File: src/rtl/mc_ctrl_fsm_pkg.sv
// Shared types for the multi-cycle control unit: state encodings, instruction classes,
// register-file source selects, the compare-op range and the datapath strobe bundle.
package mc_ctrl_pkg;

  typedef enum logic [3:0] {
    ST_IDLE   = 4'd0,
    ST_FETCH  = 4'd1,
    ST_DECODE = 4'd2,
    ST_EXEC   = 4'd3,
    ST_WB     = 4'd4,
    ST_MEM    = 4'd5,
    ST_MEMWB  = 4'd6,
    ST_BRANCH = 4'd7,
    ST_TRAP   = 4'd8,
    ST_ERR    = 4'd9
  } state_t;

  typedef enum logic [1:0] {
    CLS_DP     = 2'b00,
    CLS_MEM    = 2'b01,
    CLS_BRANCH = 2'b10,
    CLS_UNDEF  = 2'b11
  } instr_class_t;

  localparam logic [1:0] REG_SRC_ALU  = 2'b00;
  localparam logic [1:0] REG_SRC_MDR  = 2'b01;
  localparam logic [1:0] REG_SRC_LINK = 2'b10;

  // TST/TEQ/CMP/CMN occupy 4'b1000..4'b1011 and never write a result back
  localparam int unsigned CMP_OP_LO = 32'd8;
  localparam int unsigned CMP_OP_HI = 32'd11;

  typedef struct packed {
    logic       write_pc;
    logic       write_ir;
    logic       write_reg;
    logic       la;
    logic       lb;
    logic       lc;
    logic       lf;
    logic       pc_src;
    logic [1:0] reg_src;
    logic       mem_req;
    logic       mem_we;
    logic       ld_mdr;
    logic       undef_trap;
    logic       mem_err;
  } strobe_t;

  function automatic logic is_compare(input int unsigned op);
    return (op >= CMP_OP_LO) && (op <= CMP_OP_HI);
  endfunction

endpackage

File: src/rtl/mc_ctrl_fsm_if.sv
// Decoder/datapath-facing bundle of the control unit; master is the controller, slave the
// decoder+datapath side. No flow control beyond ir_valid and mem_ready.
interface mc_ctrl_if #(
  parameter int ALU_OP_W   = 4,
  parameter int SHIFT_OP_W = 3,
  parameter int CNT_W      = 32
);
  import mc_ctrl_pkg::*;

  logic                  ir_valid;
  instr_class_t          instr_class;
  logic                  mem_load;
  logic                  link;
  logic                  cond_pass;
  logic                  rm_imm_s;
  logic [1:0]            rs_imm_s;
  logic [SHIFT_OP_W-1:0] shift_op;
  logic [ALU_OP_W-1:0]   alu_op;
  logic                  s_bit;
  logic                  mem_ready;

  logic                  write_pc;
  logic                  write_ir;
  logic                  write_reg;
  logic                  la;
  logic                  lb;
  logic                  lc;
  logic                  lf;
  logic                  pc_src;
  logic [1:0]            reg_src;
  logic                  mem_req;
  logic                  mem_we;
  logic                  ld_mdr;
  logic                  rm_imm_s_ctrl;
  logic [1:0]            rs_imm_s_ctrl;
  logic [SHIFT_OP_W-1:0] shift_op_ctrl;
  logic [ALU_OP_W-1:0]   alu_op_ctrl;
  logic                  s_ctrl;
  logic                  undef_trap;
  logic                  mem_err;
  logic [CNT_W-1:0]      retire_cnt;
  logic [3:0]            state;

  modport master (
    input  ir_valid, instr_class, mem_load, link, cond_pass, rm_imm_s, rs_imm_s,
           shift_op, alu_op, s_bit, mem_ready,
    output write_pc, write_ir, write_reg, la, lb, lc, lf, pc_src, reg_src,
           mem_req, mem_we, ld_mdr, rm_imm_s_ctrl, rs_imm_s_ctrl, shift_op_ctrl,
           alu_op_ctrl, s_ctrl, undef_trap, mem_err, retire_cnt, state
  );

  modport slave (
    output ir_valid, instr_class, mem_load, link, cond_pass, rm_imm_s, rs_imm_s,
           shift_op, alu_op, s_bit, mem_ready,
    input  write_pc, write_ir, write_reg, la, lb, lc, lf, pc_src, reg_src,
           mem_req, mem_we, ld_mdr, rm_imm_s_ctrl, rs_imm_s_ctrl, shift_op_ctrl,
           alu_op_ctrl, s_ctrl, undef_trap, mem_err, retire_cnt, state
  );

endinterface

File: src/rtl/mc_ctrl_fsm_mem_wait_timer.sv
// Counts cycles spent waiting on data memory; term_o flags the last allowed wait cycle.
// Single-cycle clear/enable, term_o is a combinational decode of the count.
module mem_wait_timer #(
  parameter int MEM_TIMEOUT = 15
) (
  input  logic clk,
  input  logic rst,
  input  logic clr_i,
  input  logic en_i,
  output logic term_o
);

  localparam int TW = (MEM_TIMEOUT > 0) ? $clog2(MEM_TIMEOUT + 1) : 1;

  logic [TW-1:0] cnt_q;
  logic [TW-1:0] cnt_d;

  always_comb begin
    cnt_d = cnt_q;
    if (clr_i) begin
      cnt_d = '0;
    end else if (en_i) begin
      cnt_d = cnt_q + 1'b1;
    end
  end

  always_ff @(posedge clk or posedge rst) begin
    if (rst) begin
      cnt_q <= '0;
    end else begin
      cnt_q <= cnt_d;
    end
  end

  generate
    if (MEM_TIMEOUT > 0) begin : g_term
      localparam logic [TW-1:0] TERM = TW'(MEM_TIMEOUT - 1);
      assign term_o = (cnt_q == TERM);
    end else begin : g_no_term
      assign term_o = 1'b0;
    end
  endgenerate

endmodule

File: src/rtl/mc_ctrl_fsm.sv
// Multi-cycle CPU control FSM: fetch, decode, execute, writeback, load/store, branch and traps.
// DP 4 cycles, compare/branch 3, load 5+w, store 4+w; stalls in FETCH on ir_valid, in MEM on mem_ready.
module mc_ctrl_fsm #(
  parameter int ALU_OP_W    = 4,
  parameter int SHIFT_OP_W  = 3,
  parameter int MEM_TIMEOUT = 15,
  parameter int CNT_W       = 32
) (
  input logic       clk,
  input logic       rst,
  mc_ctrl_if.master bus
);
  import mc_ctrl_pkg::*;

  state_t                state_q;
  state_t                state_d;
  instr_class_t          cls_q;
  logic                  mem_load_q;
  logic                  link_q;
  logic                  rm_imm_s_q;
  logic [1:0]            rs_imm_s_q;
  logic [SHIFT_OP_W-1:0] shift_op_q;
  logic [ALU_OP_W-1:0]   alu_op_q;
  logic                  s_q;
  logic [CNT_W-1:0]      retire_q;

  strobe_t strb;
  logic    retire;
  logic    mem_tmo;

  mem_wait_timer #(
    .MEM_TIMEOUT(MEM_TIMEOUT)
  ) u_wait (
    .clk   (clk),
    .rst   (rst),
    .clr_i (state_q == ST_EXEC),
    .en_i  (state_q == ST_MEM),
    .term_o(mem_tmo)
  );

  always_ff @(posedge clk or posedge rst) begin
    if (rst) begin
      state_q <= ST_IDLE;
    end else begin
      state_q <= state_d;
    end
  end

  // Operation fields are captured on every DECODE exit so EXEC..WB see a stable copy
  always_ff @(posedge clk or posedge rst) begin
    if (rst) begin
      cls_q      <= CLS_DP;
      mem_load_q <= 1'b0;
      link_q     <= 1'b0;
      rm_imm_s_q <= 1'b0;
      rs_imm_s_q <= '0;
      shift_op_q <= '0;
      alu_op_q   <= '0;
      s_q        <= 1'b0;
    end else if (state_q == ST_DECODE) begin
      cls_q      <= bus.instr_class;
      mem_load_q <= bus.mem_load;
      link_q     <= bus.link;
      rm_imm_s_q <= bus.rm_imm_s;
      rs_imm_s_q <= bus.rs_imm_s;
      shift_op_q <= bus.shift_op;
      alu_op_q   <= bus.alu_op;
      s_q        <= bus.s_bit & (bus.instr_class == CLS_DP);
    end
  end

  always_ff @(posedge clk or posedge rst) begin
    if (rst) begin
      retire_q <= '0;
    end else if (retire) begin
      retire_q <= retire_q + 1'b1;
    end
  end

  always_comb begin
    state_d = ST_FETCH;
    strb    = '0;
    retire  = 1'b0;
    case (state_q)
      ST_IDLE: begin
        state_d = ST_FETCH;
      end
      ST_FETCH: begin
        strb.write_pc = bus.ir_valid;
        strb.write_ir = bus.ir_valid;
        state_d       = bus.ir_valid ? ST_DECODE : ST_FETCH;
      end
      ST_DECODE: begin
        strb.la = 1'b1;
        strb.lb = 1'b1;
        strb.lc = 1'b1;
        if (!bus.cond_pass) begin
          state_d = ST_FETCH;
          retire  = 1'b1;
        end else begin
          case (bus.instr_class)
            CLS_DP, CLS_MEM: state_d = ST_EXEC;
            CLS_BRANCH:      state_d = ST_BRANCH;
            default:         state_d = ST_TRAP;
          endcase
        end
      end
      ST_EXEC: begin
        strb.lf = s_q;
        if (cls_q == CLS_MEM) begin
          state_d = ST_MEM;
        end else if (cls_q == CLS_DP && !is_compare(32'(alu_op_q))) begin
          state_d = ST_WB;
        end else begin
          state_d = ST_FETCH;
          retire  = 1'b1;
        end
      end
      ST_WB: begin
        strb.write_reg = 1'b1;
        strb.reg_src   = REG_SRC_ALU;
        retire         = 1'b1;
      end
      ST_MEM: begin
        strb.mem_req = 1'b1;
        strb.mem_we  = ~mem_load_q;
        // A response arriving on the final allowed cycle still completes the access
        if (bus.mem_ready) begin
          if (mem_load_q) begin
            strb.ld_mdr = 1'b1;
            state_d     = ST_MEMWB;
          end else begin
            state_d = ST_FETCH;
            retire  = 1'b1;
          end
        end else if (mem_tmo) begin
          state_d = ST_ERR;
        end else begin
          state_d = ST_MEM;
        end
      end
      ST_MEMWB: begin
        strb.write_reg = 1'b1;
        strb.reg_src   = REG_SRC_MDR;
        retire         = 1'b1;
      end
      ST_BRANCH: begin
        strb.write_pc  = 1'b1;
        strb.pc_src    = 1'b1;
        strb.write_reg = link_q;
        strb.reg_src   = REG_SRC_LINK;
        retire         = 1'b1;
      end
      ST_TRAP: begin
        strb.undef_trap = 1'b1;
      end
      ST_ERR: begin
        strb.mem_err = 1'b1;
      end
      default: begin
        state_d = ST_FETCH;
      end
    endcase
  end

  assign bus.write_pc      = strb.write_pc;
  assign bus.write_ir      = strb.write_ir;
  assign bus.write_reg     = strb.write_reg;
  assign bus.la            = strb.la;
  assign bus.lb            = strb.lb;
  assign bus.lc            = strb.lc;
  assign bus.lf            = strb.lf;
  assign bus.pc_src        = strb.pc_src;
  assign bus.reg_src       = strb.reg_src;
  assign bus.mem_req       = strb.mem_req;
  assign bus.mem_we        = strb.mem_we;
  assign bus.ld_mdr        = strb.ld_mdr;
  assign bus.undef_trap    = strb.undef_trap;
  assign bus.mem_err       = strb.mem_err;
  assign bus.rm_imm_s_ctrl = rm_imm_s_q;
  assign bus.rs_imm_s_ctrl = rs_imm_s_q;
  assign bus.shift_op_ctrl = shift_op_q;
  assign bus.alu_op_ctrl   = alu_op_q;
  assign bus.s_ctrl        = s_q;
  assign bus.retire_cnt    = retire_q;
  assign bus.state         = state_q;

endmodule

File: src/flat_wrapper.sv
// flat-port wrapper written by rule: the top's interface ports become plain ports
module mc_ctrl_fsm_flat import mc_ctrl_pkg::*;
#(
  parameter int ALU_OP_W    = 4,
  parameter int SHIFT_OP_W  = 3,
  parameter int MEM_TIMEOUT = 15,
  parameter int CNT_W       = 32
)
  (clk, rst, bus_ir_valid, bus_instr_class, bus_mem_load, bus_link, bus_cond_pass, bus_rm_imm_s, bus_rs_imm_s, bus_shift_op, bus_alu_op, bus_s_bit, bus_mem_ready, bus_write_pc, bus_write_ir, bus_write_reg, bus_la, bus_lb, bus_lc, bus_lf, bus_pc_src, bus_reg_src, bus_mem_req, bus_mem_we, bus_ld_mdr, bus_rm_imm_s_ctrl, bus_rs_imm_s_ctrl, bus_shift_op_ctrl, bus_alu_op_ctrl, bus_s_ctrl, bus_undef_trap, bus_mem_err, bus_retire_cnt, bus_state);
  mc_ctrl_if #(.ALU_OP_W(ALU_OP_W), .SHIFT_OP_W(SHIFT_OP_W), .CNT_W(CNT_W)) bus_i ();
  input logic clk;
  input logic rst;
  input wire logic [$bits(bus_i.ir_valid)-1:0] bus_ir_valid;
  input wire logic [$bits(bus_i.instr_class)-1:0] bus_instr_class;
  input wire logic [$bits(bus_i.mem_load)-1:0] bus_mem_load;
  input wire logic [$bits(bus_i.link)-1:0] bus_link;
  input wire logic [$bits(bus_i.cond_pass)-1:0] bus_cond_pass;
  input wire logic [$bits(bus_i.rm_imm_s)-1:0] bus_rm_imm_s;
  input wire logic [$bits(bus_i.rs_imm_s)-1:0] bus_rs_imm_s;
  input wire logic [$bits(bus_i.shift_op)-1:0] bus_shift_op;
  input wire logic [$bits(bus_i.alu_op)-1:0] bus_alu_op;
  input wire logic [$bits(bus_i.s_bit)-1:0] bus_s_bit;
  input wire logic [$bits(bus_i.mem_ready)-1:0] bus_mem_ready;
  output wire logic [$bits(bus_i.write_pc)-1:0] bus_write_pc;
  output wire logic [$bits(bus_i.write_ir)-1:0] bus_write_ir;
  output wire logic [$bits(bus_i.write_reg)-1:0] bus_write_reg;
  output wire logic [$bits(bus_i.la)-1:0] bus_la;
  output wire logic [$bits(bus_i.lb)-1:0] bus_lb;
  output wire logic [$bits(bus_i.lc)-1:0] bus_lc;
  output wire logic [$bits(bus_i.lf)-1:0] bus_lf;
  output wire logic [$bits(bus_i.pc_src)-1:0] bus_pc_src;
  output wire logic [$bits(bus_i.reg_src)-1:0] bus_reg_src;
  output wire logic [$bits(bus_i.mem_req)-1:0] bus_mem_req;
  output wire logic [$bits(bus_i.mem_we)-1:0] bus_mem_we;
  output wire logic [$bits(bus_i.ld_mdr)-1:0] bus_ld_mdr;
  output wire logic [$bits(bus_i.rm_imm_s_ctrl)-1:0] bus_rm_imm_s_ctrl;
  output wire logic [$bits(bus_i.rs_imm_s_ctrl)-1:0] bus_rs_imm_s_ctrl;
  output wire logic [$bits(bus_i.shift_op_ctrl)-1:0] bus_shift_op_ctrl;
  output wire logic [$bits(bus_i.alu_op_ctrl)-1:0] bus_alu_op_ctrl;
  output wire logic [$bits(bus_i.s_ctrl)-1:0] bus_s_ctrl;
  output wire logic [$bits(bus_i.undef_trap)-1:0] bus_undef_trap;
  output wire logic [$bits(bus_i.mem_err)-1:0] bus_mem_err;
  output wire logic [$bits(bus_i.retire_cnt)-1:0] bus_retire_cnt;
  output wire logic [$bits(bus_i.state)-1:0] bus_state;
  assign bus_i.ir_valid = bus_ir_valid;
  assign bus_i.instr_class = bus_instr_class;
  assign bus_i.mem_load = bus_mem_load;
  assign bus_i.link = bus_link;
  assign bus_i.cond_pass = bus_cond_pass;
  assign bus_i.rm_imm_s = bus_rm_imm_s;
  assign bus_i.rs_imm_s = bus_rs_imm_s;
  assign bus_i.shift_op = bus_shift_op;
  assign bus_i.alu_op = bus_alu_op;
  assign bus_i.s_bit = bus_s_bit;
  assign bus_i.mem_ready = bus_mem_ready;
  assign bus_write_pc = bus_i.write_pc;
  assign bus_write_ir = bus_i.write_ir;
  assign bus_write_reg = bus_i.write_reg;
  assign bus_la = bus_i.la;
  assign bus_lb = bus_i.lb;
  assign bus_lc = bus_i.lc;
  assign bus_lf = bus_i.lf;
  assign bus_pc_src = bus_i.pc_src;
  assign bus_reg_src = bus_i.reg_src;
  assign bus_mem_req = bus_i.mem_req;
  assign bus_mem_we = bus_i.mem_we;
  assign bus_ld_mdr = bus_i.ld_mdr;
  assign bus_rm_imm_s_ctrl = bus_i.rm_imm_s_ctrl;
  assign bus_rs_imm_s_ctrl = bus_i.rs_imm_s_ctrl;
  assign bus_shift_op_ctrl = bus_i.shift_op_ctrl;
  assign bus_alu_op_ctrl = bus_i.alu_op_ctrl;
  assign bus_s_ctrl = bus_i.s_ctrl;
  assign bus_undef_trap = bus_i.undef_trap;
  assign bus_mem_err = bus_i.mem_err;
  assign bus_retire_cnt = bus_i.retire_cnt;
  assign bus_state = bus_i.state;
  mc_ctrl_fsm #(.ALU_OP_W(ALU_OP_W), .SHIFT_OP_W(SHIFT_OP_W), .MEM_TIMEOUT(MEM_TIMEOUT), .CNT_W(CNT_W)) u_core (.clk(clk), .rst(rst), .bus(bus_i));
endmodule
File: config.mk
export PLATFORM = sky130hd
export DESIGN_NAME = mc_ctrl_fsm_flat
export DESIGN_NICKNAME = d
export VERILOG_FILES = /design/src/rtl/mc_ctrl_fsm_pkg.sv /design/src/rtl/mc_ctrl_fsm_if.sv /design/src/rtl/mc_ctrl_fsm_mem_wait_timer.sv /design/src/rtl/mc_ctrl_fsm.sv /design/src/flat_wrapper.sv
export SDC_FILE = /design/constraint.sdc
export NUM_CORES = 1
export LEC_CHECK = 0
export BUFFER_PORTS_ARGS = -buffer_cell sky130_fd_sc_hd__buf_4
export CELL_PAD_IN_SITES_DETAIL_PLACEMENT = 1
export CELL_PAD_IN_SITES_GLOBAL_PLACEMENT = 2
export CORE_ASPECT_RATIO = 0.7
export CORE_MARGIN = 5
export CORE_UTILIZATION = 34
export DETAILED_ROUTE_END_ITERATION = 7
export PLACE_DENSITY = 0.84
export SETUP_SLACK_MARGIN = 0.5
export SLEW_MARGIN = 5
export SYNTH_ARGS = -nofsm -noshare
export SYNTH_HDL_FRONTEND = slang
export SYNTH_HIERARCHICAL = 1
export SYNTH_SLANG_ARGS = --single-unit
File: constraint.sdc
create_clock -name clk -period 2.7 [get_ports clk]
set_input_delay 0.54 -clock clk [delete_from_list [all_inputs] [get_ports clk]]
set_output_delay 0.54 -clock clk [all_outputs]
set_load 0.1 [all_outputs]
==> results of run 1 <==
final cells by class:
type                            instances  area, µm²  share of cell area, %
Clock buffer                            5      68.82                  1.821
Timing Repair Buffer                  101      813.3                  21.52
Sequential cell                        55       1401                  37.09
Multi-Input combinational cell        172       1320                  34.93
Clock inverter                          3      22.52                 0.5960
Inverter                                6      26.28                 0.6954
Tap cell                              101      126.4                  3.344
cell usage after synthesis, drive strengths merged (5+ instances only):
cell     n
nand4   15
xnor2   31
buf      7
nand2   15
nor2    13
inv      6
nand2b   6
and3    12
dfrtp   55
mux2    16
nor3     5
nand3   24
cell usage in the layout (no fill, tap or decap), drive strengths merged, types with 2 or more instances in the layout:
master / n
a21oi: 3
and2: 2
and3: 12
buf: 101
clkbuf: 5
clkinv: 2
dfrtp: 55
ha: 3
inv: 6
mux2: 16
nand2: 15
nand2b: 6
nand3: 24
nand4: 15
nor2: 13
nor2b: 3
nor3: 5
o21ai: 4
xnor2: 31
flip-flops by register name, indices dropped and copies added, names as in the netlist:
register and flops:
u_core/bus.retire_cnt 32, u_core/u_wait/cnt_q 4, u_core/link_q 1, u_core/bus.rs_imm_s_ctrl 2, u_core/bus.rm_imm_s_ctrl 1, u_core/bus.alu_op_ctrl 4, u_core/cls_q 2, u_core/bus.s_ctrl 1
u_core/bus.state 4, u_core/mem_load_q 1, u_core/bus.shift_op_ctrl 3
stage by stage:
stage	setup TNS (ps)	setup slack, ps
floorplan	-72.83	-72.83
global route	0	451.3
global placement	0	638.9
detailed placement	0	567.2
CTS	0	487.6
finish	0	541.6
power by group through the flow:
stage	registers, µW	logic (µW)	clock network (µW)
after floorplan	2200	1010	0
after global placement	1270	2370	0
after detailed placement	1280	2390	0
after CTS	1240	2530	492
after global routing	1280	2680	524
final	1240	2580	472
path summary, 6_finish.rpt:
kind | start | endpoint | slack (ps) | cells after the start
max reg2reg | u_core/bus.state[3] | u_core/bus.retire_cnt[23] | 610 | 5
min in group clk | bus_rs_imm_s[0] | u_core/bus.rs_imm_s_ctrl[0] | 450 | 2
min | rst | u_core/u_wait/cnt_q[3] | 130 | 2
max | u_core/bus.state[2] | bus_ld_mdr | 540 | 5
min reg2reg | u_core/bus.retire_cnt[20] | u_core/bus.retire_cnt[20] | 490 | 1
max in group asynchronous | rst | u_core/bus.retire_cnt[18] | 1820 | 3
logic make-up (layout without fill, tap and decap cells):
kind of cell             count (synthesis)  count (layout)  synth area share (%)
buffers and inverters                   16             115                 2.865
AND/OR/NAND/NOR                        105             105                 21.89
adder cells (fa/ha/maj)                  3               3                 1.409
flip-flops                              55              55                 51.67
multiplexers                            16              16                 6.904
AO/OA/AOI/OAI                           16              16                 4.744
XOR/XNOR                                32              32                 10.52
what timing repair did:
action,4_1_cts,5_1_grt
buffers inserted,9,5
pin swaps,1,3
endpoints found under the setup margin,7,6
resized for setup,11,5
endpoints found under the hold margin,0,0
routing by layer:
layer / up-vias / wire length, µm
met3: 5 / 404
met4: 0 / 57
li1: 1048 / -
met1: 1106 / 3557
met2: 53 / 3397
met5: - / 0
==> flow_summary_export.csv, run 1 <==
group,metric,value,unit
logic_synthesis,synthesis.area,2664,µm²
final_layout,stdcell_count,443,
global_route,use_met2,24.23,%
clocking,htreeDepth,2,
status,status,"completed",
global_route,met1_usage,22.86,%
timing,skew,10.15,ps
logic_synthesis,syn_inst,243,
timing,relSlewSlack,65.68,%
clocking,postCtsHoldBufs,0,
clocking,cts_sinks,55,
worst_hold_path,min_path_type,"in -> async",
clocking,clockBufferDepth,2,
logic_synthesis,synth_top_cell_by_area,"dfrtp_1",
global_route,overflow,0,
global_route,grt_max_degree,23,
logic_synthesis,synthTopCellsByArea,"dfrtp_1 52%, xnor2_1 10%, mux2_2 6.3%, nand3_1 4.5%, nand4_1 3.5%",
final_layout,syn_to_final_growth,41.85,%
global_route,grt_pass1_vias,2419,
logic_synthesis,syn_nets,266,
route,vias_per_cell,4.993,
global_route,grt_pass1_wl,12580,µm
route,drc,0,
placement,place_inst,421,
placement,dp_hpwl,5533,µm
power_and_ir_drop,p_clk_share,11.0,%
clocking,path_clk_slew,90,ps
global_route,top_usage_layer,"met2",
clocking,cts_made_buffers,5,
die,initial_core_util,34.43,%
critical_path,cp.arrival,1620,ps
power_and_ir_drop,combPwrFrac,60.2,%
route,wire_per_inst,16.74,µm
logic_synthesis,netlist.area_leader.share,51.67,%
final_layout,fillers,869,
global_route,grt_antenna_before_repair,0,
logic_synthesis,synth.avg_cell_area,10.96,µm²
die,fp.dieH,84.06,µm
critical_path,slowest_delay,460,ps
power_and_ir_drop,p_leak,0.001685,µW
timing,setup_viol,0,
timing,whs,125.3,ps
route,ant_nets,0,
global_route,grt_usage,15.96,%
placement,globalplace.congestion,0.7541,
clocking,cts-root-buf,"clkbuf_8",
final_layout,final_area,3779,µm²
run,drv_cap,0,
route,vias,2212,
logic_synthesis,synthFlopType,"dfrtp_1",
critical_path,critPathBufInv,2,
logic_synthesis,seq_area_frac_synth,51.67,%
timing,rsz0062_at_grt,"yes",
final_layout,drive_gt1_share,49.42,%
critical_path,start_kind,"flop",
logic_synthesis,synthDistinctLibCells,41,
die,num_rows,27,
die,pin_count,82,
power_and_ir_drop,p_sw,2361,µW
power_and_ir_drop,power,4287,µW
critical_path,path_cells,"nor2b_4, nand3_2, clkinvlp_4, and3_4, buf_12",
route,drt_pass1_iterations,4,
timing,max_clock_freq,463.3,MHz
die,core,7736,µm²
die,die_w,115.8,µm
critical_path,worstSetupPathType,"reg -> out",
die,dieArea,9733,µm²
route,drt-total-wl,7417,µm
power_and_ir_drop,swShare,55.07,%
clocking,cts_tree,"yes",
timing,slew_violations,0,
placement,port_buffers,81,
global_route,grt_util_met3,3.478,%
clocking,clock_latency,310,ps
final_layout,layout.nets,364,
logic_synthesis,yosysWarnings,6,
power_and_ir_drop,ir_drop,0.0009099,V
power_and_ir_drop,p_int,1926,µW
critical_path,required,2160,ps
timing,period_needed,2158,ps
power_and_ir_drop,power_frac_seq,28.8,%
final_layout,n_antenna_cell,0,
critical_path,crit_family,"simple AND/OR/NAND/NOR gates",
logic_synthesis,synthArstFlopShare,100.0,%
timing,post-route-period-util,79.94,%
route,drt_iter0_markers,65,
critical_path,crit_path_end_kind,"primary output",
final_layout,fin_util,48.84,%
logic_synthesis,synth_seq_cells,55,
placement,placed_area,3518,µm²
critical_path,critical_path.slowest_cell,"dfrtp_2",
timing,worst_slew_pin_slew,513.3,ps
critical_path,worstPathMaxFanout,7,
logic_synthesis,synth_edf_count,0,
power_and_ir_drop,pwr_density_cell,1134,nW/µm²
timing,finalHoldViolations,0,
Note: power is estimated with default switching activity, not from simulation.
==> inputs of run 2 (changes only) <==
CORE_UTILIZATION = 31   (was 34)
PLACE_DENSITY = 0.78   (was 0.84)
clock period = 2.05 ns   (was 2.7 ns; I/O delays follow)
==> flow_summary_export.csv, run 2 (same netlist as run 1, synthesis figures left out) <==
group,metric,value,unit
clocking,clock_latency,300,ps
final_layout,layout.nets,398,
clocking,cts_made_buffers,5,
critical_path,required,2240,ps
critical_path,worstSetupPathType,"reg -> reg",
route,drt_pass1_iterations,4,
global_route,grt_max_degree,35,
critical_path,critical_path.slowest_cell,"or4b_4",
route,drt-total-wl,9181,µm
timing,skew,8.682,ps
placement,dp_hpwl,5716,µm
clocking,path_clk_slew,80,ps
clocking,htreeDepth,2,
critical_path,cp.arrival,2200,ps
timing,setup_viol,0,
critical_path,critPathBufInv,2,
placement,port_buffers,81,
route,drc,0,
timing,slew_violations,0,
global_route,grt_pass1_vias,2655,
final_layout,largest_register_ffs,32,
final_layout,final_cell_mix,"87 x buf_4, 35 x dfrtp_1, 24 x xnor2_1, 23 x buf_12, 22 x buf_6",
final_layout,stdcell_count,481,
final_layout,n_antenna_cell,0,
critical_path,crit_path_end_kind,"flop",
critical_path,start_kind,"flop",
timing,rsz0062_at_grt,"yes",
final_layout,layout_commonest_cell,"buf_4",
clocking,cts_tree,"yes",
power_and_ir_drop,p_sw,3481,µW
final_layout,fillers,873,
die,die_w,120.8,µm
route,vias,2461,
final_layout,drive_gt1_share,60.64,%
clocking,cts_sinks,55,
global_route,overflow,0,
die,pin_count,82,
critical_path,slowest_delay,530,ps
timing,worst_slew_pin_slew,484.8,ps
power_and_ir_drop,ir_drop,0.001339,V
global_route,grt_usage,17.08,%
placement,globalplace.congestion,0.7212,
power_and_ir_drop,p_leak,0.002102,µW
die,num_rows,28,
power_and_ir_drop,p_clk_share,12.8,%
global_route,grt_antenna_before_repair,0,
power_and_ir_drop,combPwrFrac,64.0,%
critical_path,worstPathMaxFanout,9,
power_and_ir_drop,swShare,49.69,%
route,ant_nets,0,
die,core,8408,µm²
die,fp.dieH,87.56,µm
power_and_ir_drop,p_int,3526,µW
timing,relSlewSlack,67.61,%
timing,period_needed,2015,ps
die,dieArea,10580,µm²
die,initial_core_util,31.68,%
clocking,postCtsHoldBufs,0,
final_layout,seqCellArea,1401,µm²
power_and_ir_drop,power_frac_seq,23.2,%
run,drv_cap,0,
power_and_ir_drop,pwr_density_cell,1500,nW/µm²
final_layout,multi_input_area,1535,µm²
route,drt_iter0_markers,80,
critical_path,path_cells,"buf_4, nor2_1, or4b_4, a311oi_4, buf_6, nand4_1, xnor2_1",
clocking,clockBufferDepth,2,
timing,setup_slack,34.96,ps
timing,max_clock_freq,496.3,MHz
worst_hold_path,min_path_type,"in -> async",
route,vias_per_cell,5.116,
timing,post-route-period-util,98.29,%
global_route,grt_pass1_wl,14220,µm
placement,place_inst,431,
route,wire_per_inst,19.09,µm
clocking,cts-root-buf,"clkbuf_16",
status,status,"completed",
final_layout,syn_to_final_growth,75.34,%
placement,dp_slack,68.14,ps
critical_path,crit_family,"simple AND/OR/NAND/NOR gates",
timing,finalHoldViolations,0,
==> run 2: final timing paths <==
path,from,end,slack [ps],cells past startpoint
max in group asynchronous,rst,u_core/bus.retire_cnt[7],1370,3
worst max register to register,u_core/bus.state[2],u_core/bus.retire_cnt[31],30,7
worst min register to register,u_core/bus.retire_cnt[14],u_core/bus.retire_cnt[14],490,1
worst min-delay path,rst,u_core/u_wait/cnt_q[2],20,2
min in group clk,bus_instr_class[0],u_core/bus.state[2],330,2
worst max-delay path,u_core/bus.state[2],u_core/bus.retire_cnt[31],30,7
==> run 2: final cells by class <==
type                            count  share of cell area, %
Clock inverter                      1                 0.1875
Timing Repair Buffer              135                  30.38
Sequential cell                    55                  30.00
Multi-Input combinational cell    172                  32.87
Tap cell                          105                  2.813
Clock buffer                        7                  3.054
Inverter                            6                 0.6965
==> run 2: metrics by stage <==
step / instance area, µm² / util (%) / power, µW / TNS (ps) / hold slack, ps
2_1_floorplan: 2844 / - / 4240 / -7516 / 176.1
3_3_place_gp: 3591 / 42.71 / 4895 / 0 / 334.1
3_5_place_dp: 3591 / 42.71 / 4946 / 0 / 339.5
4_1_cts: 4377 / 52.05 / 6720 / 0 / 24.59
5_1_grt: 4671 / 55.55 / 7292 / -52.62 / 28.12
6_report: 4671 / 55.55 / 7007 / 0 / 24.25
==> run 2: what timing repair did <==
action | CTS | global route
setup endpoints to repair | 63 | 72
pin swaps | 17 | 19
buffers inserted | 29 | 11
resized for setup | 94 | 41
gates cloned | 2 | 0
==> run 2: per-layer routing <==
metal	GRT usage [%]	vias to the layer above	part of all wire [%]
met5	0	-	0
met4	4.835	0	1.4
met3	3.938	13	4.3
met2	28.43	70	49
met1	22.61	1255	45
li1	-	1123	-
==> run 2: power by group through the flow <==
stage / registers, µW / logic [µW] / clock network [µW]
after floorplan: 2900 / 1340 / 0
after global placement: 1630 / 3270 / 0
after detailed placement: 1650 / 3300 / 0
after CTS: 1610 / 4200 / 911
after global routing: 1670 / 4650 / 981
final: 1630 / 4490 / 894
